[src/rtl/inst_fetch_queue.sv]
// ---------------------------------------------------------------------------
// inst_fetch_queue
//
// Instruction-fetch front end. Generates sequential PCs and issues reads to a
// synchronous-read instruction memory with a latency of one cycle. It buffers
// the returned {pc, inst} pairs in a small FIFO and hands them to decode over
// a valid/ready handshake. A redirect from jump or branch resolution flushes
// the queue, drops any read that is still in flight, and restarts fetch at
// the new PC.
//
// Parameters
//   RESET_PC    PC fetched first after reset (bits [1:0] are forced to 0)
//   MEM_AW      instruction memory word-address width
//   FIFO_DEPTH  queue entries (power of 2, >= 2)
//
// Ports
//   clk            in   1       clock, rising edge
//   rst_n          in   1       asynchronous reset, active low
//   redirect_vld   in   1       jump/branch taken; restart fetch at redirect_addr
//   redirect_addr  in   32      new PC; bits [1:0] treated as 0
//   mem_rd_en      out  1       read strobe to instruction memory
//   mem_addr       out  MEM_AW  word address (fetch_pc[MEM_AW+1:2])
//   mem_rdata      in   32      read data, valid the cycle after mem_rd_en
//   out_vld        out  1       queue head valid
//   out_rdy        in   1       decode accepts head this cycle
//   out_pc         out  32      PC of head entry
//   out_inst       out  32      instruction of head entry
//
// Handshake: the head entry transfers on every rising edge where
// out_vld && out_rdy. While out_vld is high and out_rdy is low, out_pc and
// out_inst hold their values. out_vld never depends on out_rdy. A redirect
// in the same cycle overrides the transfer, so that head entry is discarded
// and not consumed.
// ---------------------------------------------------------------------------
module inst_fetch_queue #(
    parameter logic [31:0] RESET_PC   = 32'h0,
    parameter int          MEM_AW     = 10,
    parameter int          FIFO_DEPTH = 4
) (
    input  logic              clk,
    input  logic              rst_n,
    input  logic              redirect_vld,
    input  logic [31:0]       redirect_addr,
    output logic              mem_rd_en,
    output logic [MEM_AW-1:0] mem_addr,
    input  logic [31:0]       mem_rdata,
    output logic              out_vld,
    input  logic              out_rdy,
    output logic [31:0]       out_pc,
    output logic [31:0]       out_inst
);

    localparam int PTR_W = $clog2(FIFO_DEPTH);
    localparam int CNT_W = PTR_W + 1;
    localparam logic [CNT_W-1:0] DEPTH_CNT = CNT_W'(FIFO_DEPTH);
    localparam logic [31:0] RESET_PC_ALIGNED = RESET_PC & ~32'h3;

    // Fetch side
    logic [31:0]      fetch_pc;
    logic [31:0]      inflight_pc;
    logic             inflight;
    logic [31:0]      redirect_pc;

    // Queue storage and control
    logic [31:0]      fifo_pc   [FIFO_DEPTH];
    logic [31:0]      fifo_inst [FIFO_DEPTH];
    logic [PTR_W-1:0] wr_ptr;
    logic [PTR_W-1:0] rd_ptr;
    logic [CNT_W-1:0] count;

    logic [CNT_W-1:0] credit_used;
    logic             issue;
    logic             push;
    logic             pop;

    // -----------------------------------------------------------------------
    // Control
    // -----------------------------------------------------------------------
    assign redirect_pc = redirect_addr & 32'hFFFF_FFFC;

    // Credits: every queued entry and the read in flight each hold one slot.
    // A read is issued only when a slot is free, so a returning read always
    // finds room in the FIFO. No full check is needed on push.
    always_comb begin
        credit_used = count + CNT_W'(inflight);
    end

    // rst_n gates the issue strobe so that mem_rd_en stays low while reset is
    // asserted. Without this gate the empty credit state would enable it.
    assign issue = rst_n && !redirect_vld && (credit_used < DEPTH_CNT);
    assign push  = inflight && !redirect_vld;
    assign pop   = out_vld && out_rdy && !redirect_vld;

    assign mem_rd_en = issue;
    assign mem_addr  = fetch_pc[MEM_AW+1:2];

    // -----------------------------------------------------------------------
    // Fetch PC and in-flight tracking
    // -----------------------------------------------------------------------
    always_ff @(posedge clk or negedge rst_n) begin
        if (!rst_n) begin
            fetch_pc    <= RESET_PC_ALIGNED;
            inflight    <= 1'b0;
            inflight_pc <= 32'h0;
        end else begin
            if (redirect_vld) begin
                fetch_pc <= redirect_pc;
            end else if (issue) begin
                fetch_pc <= fetch_pc + 32'd4;   // wraps naturally modulo 2^32
            end
            // issue is low during a redirect, so this also clears the flag and
            // causes the returning read to be ignored.
            inflight <= issue;
            if (issue) begin
                inflight_pc <= fetch_pc;
            end
        end
    end

    // -----------------------------------------------------------------------
    // Queue pointers and occupancy
    // -----------------------------------------------------------------------
    always_ff @(posedge clk or negedge rst_n) begin
        if (!rst_n) begin
            wr_ptr <= '0;
            rd_ptr <= '0;
            count  <= '0;
        end else if (redirect_vld) begin
            wr_ptr <= '0;
            rd_ptr <= '0;
            count  <= '0;
        end else begin
            if (push) begin
                wr_ptr <= wr_ptr + PTR_W'(1);
            end
            if (pop) begin
                rd_ptr <= rd_ptr + PTR_W'(1);
            end
            case ({push, pop})
                2'b10:   count <= count + CNT_W'(1);
                2'b01:   count <= count - CNT_W'(1);
                default: count <= count;
            endcase
        end
    end

    // -----------------------------------------------------------------------
    // Queue storage
    // -----------------------------------------------------------------------
    always_ff @(posedge clk or negedge rst_n) begin
        if (!rst_n) begin
            for (int i = 0; i < FIFO_DEPTH; i++) begin
                fifo_pc[i]   <= 32'h0;
                fifo_inst[i] <= 32'h0;
            end
        end else if (push) begin
            fifo_pc[wr_ptr]   <= inflight_pc;
            fifo_inst[wr_ptr] <= mem_rdata;
        end
    end

    // -----------------------------------------------------------------------
    // Output: head entry from registers; zero whenever the queue is empty
    // -----------------------------------------------------------------------
    assign out_vld  = (count != '0);
    assign out_pc   = out_vld ? fifo_pc[rd_ptr]   : 32'h0;
    assign out_inst = out_vld ? fifo_inst[rd_ptr] : 32'h0;

endmodule
[config.mk]
export PLATFORM = sky130hd
export DESIGN_NAME = inst_fetch_queue
export DESIGN_NICKNAME = d
export VERILOG_FILES = /design/src/rtl/inst_fetch_queue.sv
export SDC_FILE = /design/constraint.sdc
export NUM_CORES = 1
export LEC_CHECK = 0
export ABC_AREA = 1
export CELL_PAD_IN_SITES_DETAIL_PLACEMENT = 1
export CELL_PAD_IN_SITES_GLOBAL_PLACEMENT = 1
export CORE_ASPECT_RATIO = 1.1
export CORE_UTILIZATION = 46
export DETAILED_ROUTE_END_ITERATION = 10
export PLACE_DENSITY = 0.87
export SLEW_MARGIN = 20
export SYNTH_ARGS = -nofsm -noshare
export SYNTH_HDL_FRONTEND = slang
export SYNTH_SLANG_ARGS = --single-unit
[constraint.sdc]
create_clock -name clk -period 4.2 [get_ports clk]
set_clock_uncertainty 0.2 [all_clocks]
set_input_delay 0.42 -clock clk [delete_from_list [all_inputs] [get_ports clk]]
set_output_delay 0.42 -clock clk [all_outputs]
set_load 0.01 [all_outputs]
; Word level (Yosys, flattened, before mapping)
; Cells that the tools add are included.
[word_totals]
register_bits = 328
input_bits = 68
word_cells = 60
[op_classes]
n_addsub = 6
n_lt_le_gt_ge = 4
n_eq_ne = 2
muxes = 20
bitwise_logic = 2
n_reduce_logical = 12
[op_table]
columns = operator, count
row1 = 2-to-1 mux 32 bit, 9
row2 = bitwise mux 128 bit, 2
row3 = binary-select mux 32 bit (select 2 bit), 2
row4 = demux 32 bit (select 2 bit), 1
row5 = adder 32 x 3 -> 32 bit (second input constant), 1
row6 = 2-to-1 mux 2 bit, 4
row7 = >= comparator 3 bit (second input constant), 2
row8 = logical AND 1 bit, 6
row9 = inverter 2 -> 3 bit, 2
row10 = one-hot mux 3 bit (2 select lines), 1
row11 = nonzero test 2 bit, 3
row12 = nonzero test 3 bit, 2
row13 = adder 2 x 1 -> 2 bit (second input constant), 2
row14 = adder 3 x 1 -> 3 bit, 1
row15 = adder 3 x 1 -> 3 bit (second input constant), 1
row16 = < comparator 3 x 1 -> 1 bit (second input constant), 1
row17 = < comparator 3 bit (second input constant), 1
row18 = 2-to-1 mux 3 bit, 1
row19 = subtractor 3 x 1 -> 3 bit (second input constant), 1
row20 = == test 2 x 1 -> 1 bit (second input constant), 1
row21 = == test 2 bit (second input constant), 1
row22 = logical NOT 1 bit, 1

; Logic depth before layout (Yosys ltp)
; Gate-level depths: netlist of run 1.
[logic_depth]
depth_word = 6
depth_mapped = 9

; Least setup slack after synthesis of run 1
; OpenSTA, ideal clock, no wires.
[synth_timing]
path_kind = reg2reg
startpoint = register count[0]
endpoint = register count[2]
setup_time_ns = 0.065
t_arrival_ns = 1.623
required_time_ns = 3.935
path_slack_ns = 2.312
path_stages_with_launch = 10
period_less_slack_ns = 1.888
path_cell_list = dfrtp_1 -> nor2_1 -> nand2_2 -> nand2_1 -> nor2_2 -> fa_1 -> xnor2_1 -> xnor2_1 -> nand2_1 -> nand2_1
[synth_between]
elab_chain_cells = 6
[synth_lines]
columns = item, line
row1 = start: declaration, 69  ; logic [CNT_W-1:0] count;
row2 = start signal: assignment, 140  ; 2'b10: count <= count + CNT_W'(1);
row3 = start signal: assignment, 141  ; 2'b01: count <= count - CNT_W'(1);
row4 = start signal: assignment, 142  ; default: count <= count;
row5 = nonzero test 3 bit (*), 165  ; assign out_vld = (count != '0);
row6 = via out_vld, 47  ; output logic out_vld,
row7 = logical AND 1 bit (*) (2 in series), 92  ; assign pop = out_vld && out_rdy && !redirect_vld;
row8 = == test 2 x 1 -> 1 bit or == test 2 bit (tied branches), 139  ; case ({push, pop})
row9 = one-hot mux 3 bit (2 select lines), 139
row10 = 2-to-1 mux 3 bit, 128  ; end else if (redirect_vld) begin
; Mark *: on every way through the listed nets, which the timed path passes. The rest lies on a longest branch.
; A chain may end at the register's enable or synchronous reset.

; Final worst setup path of run 1
[layout_timing]
startpoint = register rd_ptr[0]
endpoint = output out_pc[13]
[layout_between]
elab_chain_cells = 5
[layout_lines]
columns = item, line
row1 = start: declaration, 68  ; logic [PTR_W-1:0] rd_ptr;
row2 = start signal: assignment, 137  ; rd_ptr <= rd_ptr + PTR_W'(1);
row3 = inverter 2 -> 3 bit (implied by the code), 166  ; assign out_pc = out_vld ? fifo_pc[rd_ptr] : 32'h0;
row4 = binary-select mux 32 bit (select 2 bit), 166
row5 = 2-to-1 mux 32 bit (implied by the code) (2 in series), 166
row6 = 2-to-1 mux 32 bit, 166
row7 = end: declaration, 49  ; output logic [31:0] out_pc,
; Every way passes these cells. The select of a mux whose other input is x is not followed.

==> results of run 1 <==
## flip-flops by register name (all words and copies together), names as in the netlist
signal       count
inflight         1
rd_ptr           2
fifo_pc        120
inflight_pc     30
fetch_pc        30
fifo_inst      128
count            3
wr_ptr           2
## cells by family (layout without fill, tap and decap cells)
family	count (synthesis)	in the layout	share of synthesized area (%)
DFF	316	316	53.2
and+or+nand+nor	798	798	21.4
xor gates and xnor gates	8	8	0.471
AOI/OAI and AO/OA	499	499	16.9
buffers and inverters	244	341	7.46
other	1	2	0.0252
adders and majority gates	6	6	0.555
## area by class of cell
class | instances | area, um2 | share of cell area (%)
multi-input cells | 1313 | 5880 | 33.3
well taps | 420 | 526 | 2.98
clock inverters | 8 | 146 | 0.830
repair buffers | 160 | 1640 | 9.27
inverters | 119 | 448 | 2.54
clock buffers | 54 | 1100 | 6.23
flip-flops and latches | 316 | 7910 | 44.8
## power by group through the flow
stage	sequential [uW]	combinational (uW)	clock, uW
after floorplan	4320	2330	0
after detailed placement	4540	3800	0
after global placement	4470	3650	0
final	4510	3850	3280
after global routing	4620	4290	3440
after CTS	4510	3890	3330
## worst paths after layout
path / endpoint / cells after the start / slack [ps]
setup / recovery: out_pc[13] / 6 / 340
hold / removal: fifo_pc[4] / 2 / 270
setup reg to reg: fetch_pc[4] / 8 / 1750
hold reg to reg: fifo_pc[84] / 2 / 280
max in group asynchronous: fifo_inst[100] / 3 / 2120
min in group clk: fifo_pc[84] / 2 / 280
## through the flow
| step | worst slack [ps] | total power [uW] | utilization (%) | instance area (um2) | hold WS (ps) |
|---|---|---|---|---|---|
| 6_report | 335 | 11600 | 55.9 | 17600 | 275 |
| 5_1_grt | 184 | 12300 | 55.9 | 17600 | 300 |
| 4_1_cts | 320 | 11700 | 55.9 | 17600 | 274 |
| 3_5_place_dp | 896 | 8330 | 51.9 | 16400 | 247 |
| 3_3_place_gp | 931 | 8120 | 51.9 | 16400 | 243 |
| 2_1_floorplan | 2310 | 6640 | - | 14900 | -75.6 |
## what timing repair did
| action | in CTS | in global routing |
|---|---|---|
| endpoints found under the hold margin | 70 | 0 |
| resized for setup | 0 | 0 |
| hold buffers | 1 | 0 |
## worst max-delay path, cell delays in order (launching register included)
cell and delay, ps:
dfrtp_4 790, buf_4 640, nor2_1 120, nor2_1 130, o21ai_0 100, a21oi_1 320, clkdlybuf4s50_1 600
## layer usage
layer | track usage, % | up-vias | part of all wire [%]
met2 | 49.0 | 277 | 51
met4 | 9.50 | 0 | 3.1
met5 | 0 | - | 0
met1 | 32.2 | 6450 | 42
met3 | 2.99 | 78 | 3.4
li1 | - | 6168 | -
## cells in the final DEF (no fill, tap or decap), types with 37 or more instances in the layout
cell / n
nand2_1: 436
dfrtp_1: 314
nor2_1: 290
o21ai_0: 215
o21ai_1: 209
clkdlybuf4s50_1: 138
inv_1: 114
a21oi_1: 68
nand3_1: 38
clkbuf_16: 37
==> metrics.md, run 1 <==
| Metric | Value |
|---|---|
| Outcome | `completed` |
| R2r startpoint | `count[2]` |
| Clock buffer depth | `3` |
| Fin crit share | `92.0%` |
| Post-synth top area share | `a little over half` |
| Root Driver | `clkbuf_16` |
| TNS Setup | `0 ps` |
| Grt ovf | `0` |
| Power Internal | `between 7000 and 8000 uW` |
| Switching part of the total power | `between 30% and 40%` |
| DRT Pass-1 Iters | `5` |
| Initial Utilization | `a little under half` |
| Final ANT Viol Nets | `0` |
| Row count | `68` |
| Seq pwr share | `approximately two fifths` |
| # IOs | `about 140` |
| Clock sinks | `316` |
| Routability congestion estimate from global placement | `0.875` |
| Synth Cell Area | `between 10,000 and 15,000 um2` |
| Nets | `approximately 2,000` |
| Drc violations | `0` |
| Antenna violations before repair | `0` |
| Warnings, synthesis | `0` |
| Layout cell share with drive strength beyond 1 | `~5.7%` |
| Crit. End Element | `primary output` |
| Synth unique cells | `29` |
| Overall routing resource usage | `a little over a quarter` |
| Most frequent cell after synthesis | `nand2_1` |
| Filler Cell Count | `approximately 3,800` |
| DP HPWL | `25,900 um` |
| EDFF count, synth | `0` |
| Worst Hold Class | `in2async` |
| Min cycle time layout | `between 3000 and 4000 ps` |
| Slew margin rel. | `34.2%` |
| Postcts setup bufs | `0` |
| Leakage | `about 0.0080 uW` |
| Placed cells | `2,327` |
| Worst-Skew Late Latency | `between 500 and 600 ps` |
| Post-Synthesis Cells | `1,872` |
| VDD IR max | `roughly 0.00029 V` |
| Top cells by area, synth | `dfrtp_1 (53%), nand2_1 (11%), nor2_1 (7.3%)` |
| Max-slew violations | `0` |
| Port Buffer Count | `between 100 and 150` |
| Die width | `between 150 and 200 um` |
| Comb pwr share | `33.1%` |
| WL final | `around 43,000 um` |
| Chip Height | `between 150 and 200 um` |
| Largest net degree at the start of global routing | `~170` |
| Mean Syn Cell Area | `7.94 um2` |
| CTS buffer count | `35` |
| Die Footprint | `around 33,000 um2` |
| CTS clk-pin slew, worst paths | `60 ps` |
| P per Cell Area | `660 nW/um2` |
| Maxcap violations | `0` |
| Most frequent cells after synthesis | `nand2_1 (436), dfrtp_1 (316), nor2_1 (290)` |
| N_diodes | `0` |
| Yosys top cell by area | `dfrtp_1` |
| Register bit count reported by yosys | `about 320` |
| Worst-path maximum fanout | `53` |
| Sequential-to-total area share from yosys stat | `between 50% and 60%` |
| Final setup vio count | `0` |
| Synth Flop Type | `dfrtp_1` |
| TritonCTS clock tree | `yes` |
| Async S/R FF share, synth | `100%` |
| CP Launch Point | `rd_ptr[0]` |
| Hold Fails Final Rpt | `0` |
| Clock Power Share | `28.2%` |
| Layout area overhead | `18.7%` |
| Worst-Margin Slew | `about 1000 ps` |
| Sw power | `~4100 uW` |
| Setup CP Type | `reg2out` |
| Vias per cell | `roughly 5.4` |
| Non-Filler Instances | `roughly 2,400` |
| Starting DRC count in detailed routing | `between 700 and 800` |
| Vias | `~13,000` |
| WL/cell | `17.9 um` |
| Htree depth | `2` |
| Peak Freq | `259 MHz` |
| Unrepaired setup endpoints after global routing | `no` |
| Crit path required time | `about 3600 ps` |
| Crit path arrival time | `3240 ps` |
| First-pass GRT wire length | `70,900 um` |
| CORE AREA | `approximately 32,000 um2` |
| Startpoint class of the critical path | `flop` |
| Vias in the first global route | `around 14,000` |
No activity file was read; power rests on OpenSTA's default activity.
==> run 2: changes to the inputs <==
--- a/config.mk
+++ b/config.mk
@@ -6,6 +6,7 @@
 export NUM_CORES = 1
 export LEC_CHECK = 0
 export ABC_AREA = 1
+export CAP_MARGIN = 10
 export CELL_PAD_IN_SITES_DETAIL_PLACEMENT = 1
 export CELL_PAD_IN_SITES_GLOBAL_PLACEMENT = 1
 export CORE_ASPECT_RATIO = 1.1
@@ -16,3 +17,4 @@
 export SYNTH_ARGS = -nofsm -noshare
 export SYNTH_HDL_FRONTEND = slang
 export SYNTH_SLANG_ARGS = --single-unit
+export TNS_END_PERCENT = 1
==> results of run 2 <==
Same layout as run 1: the final DEF is identical, and so are final timing and power.
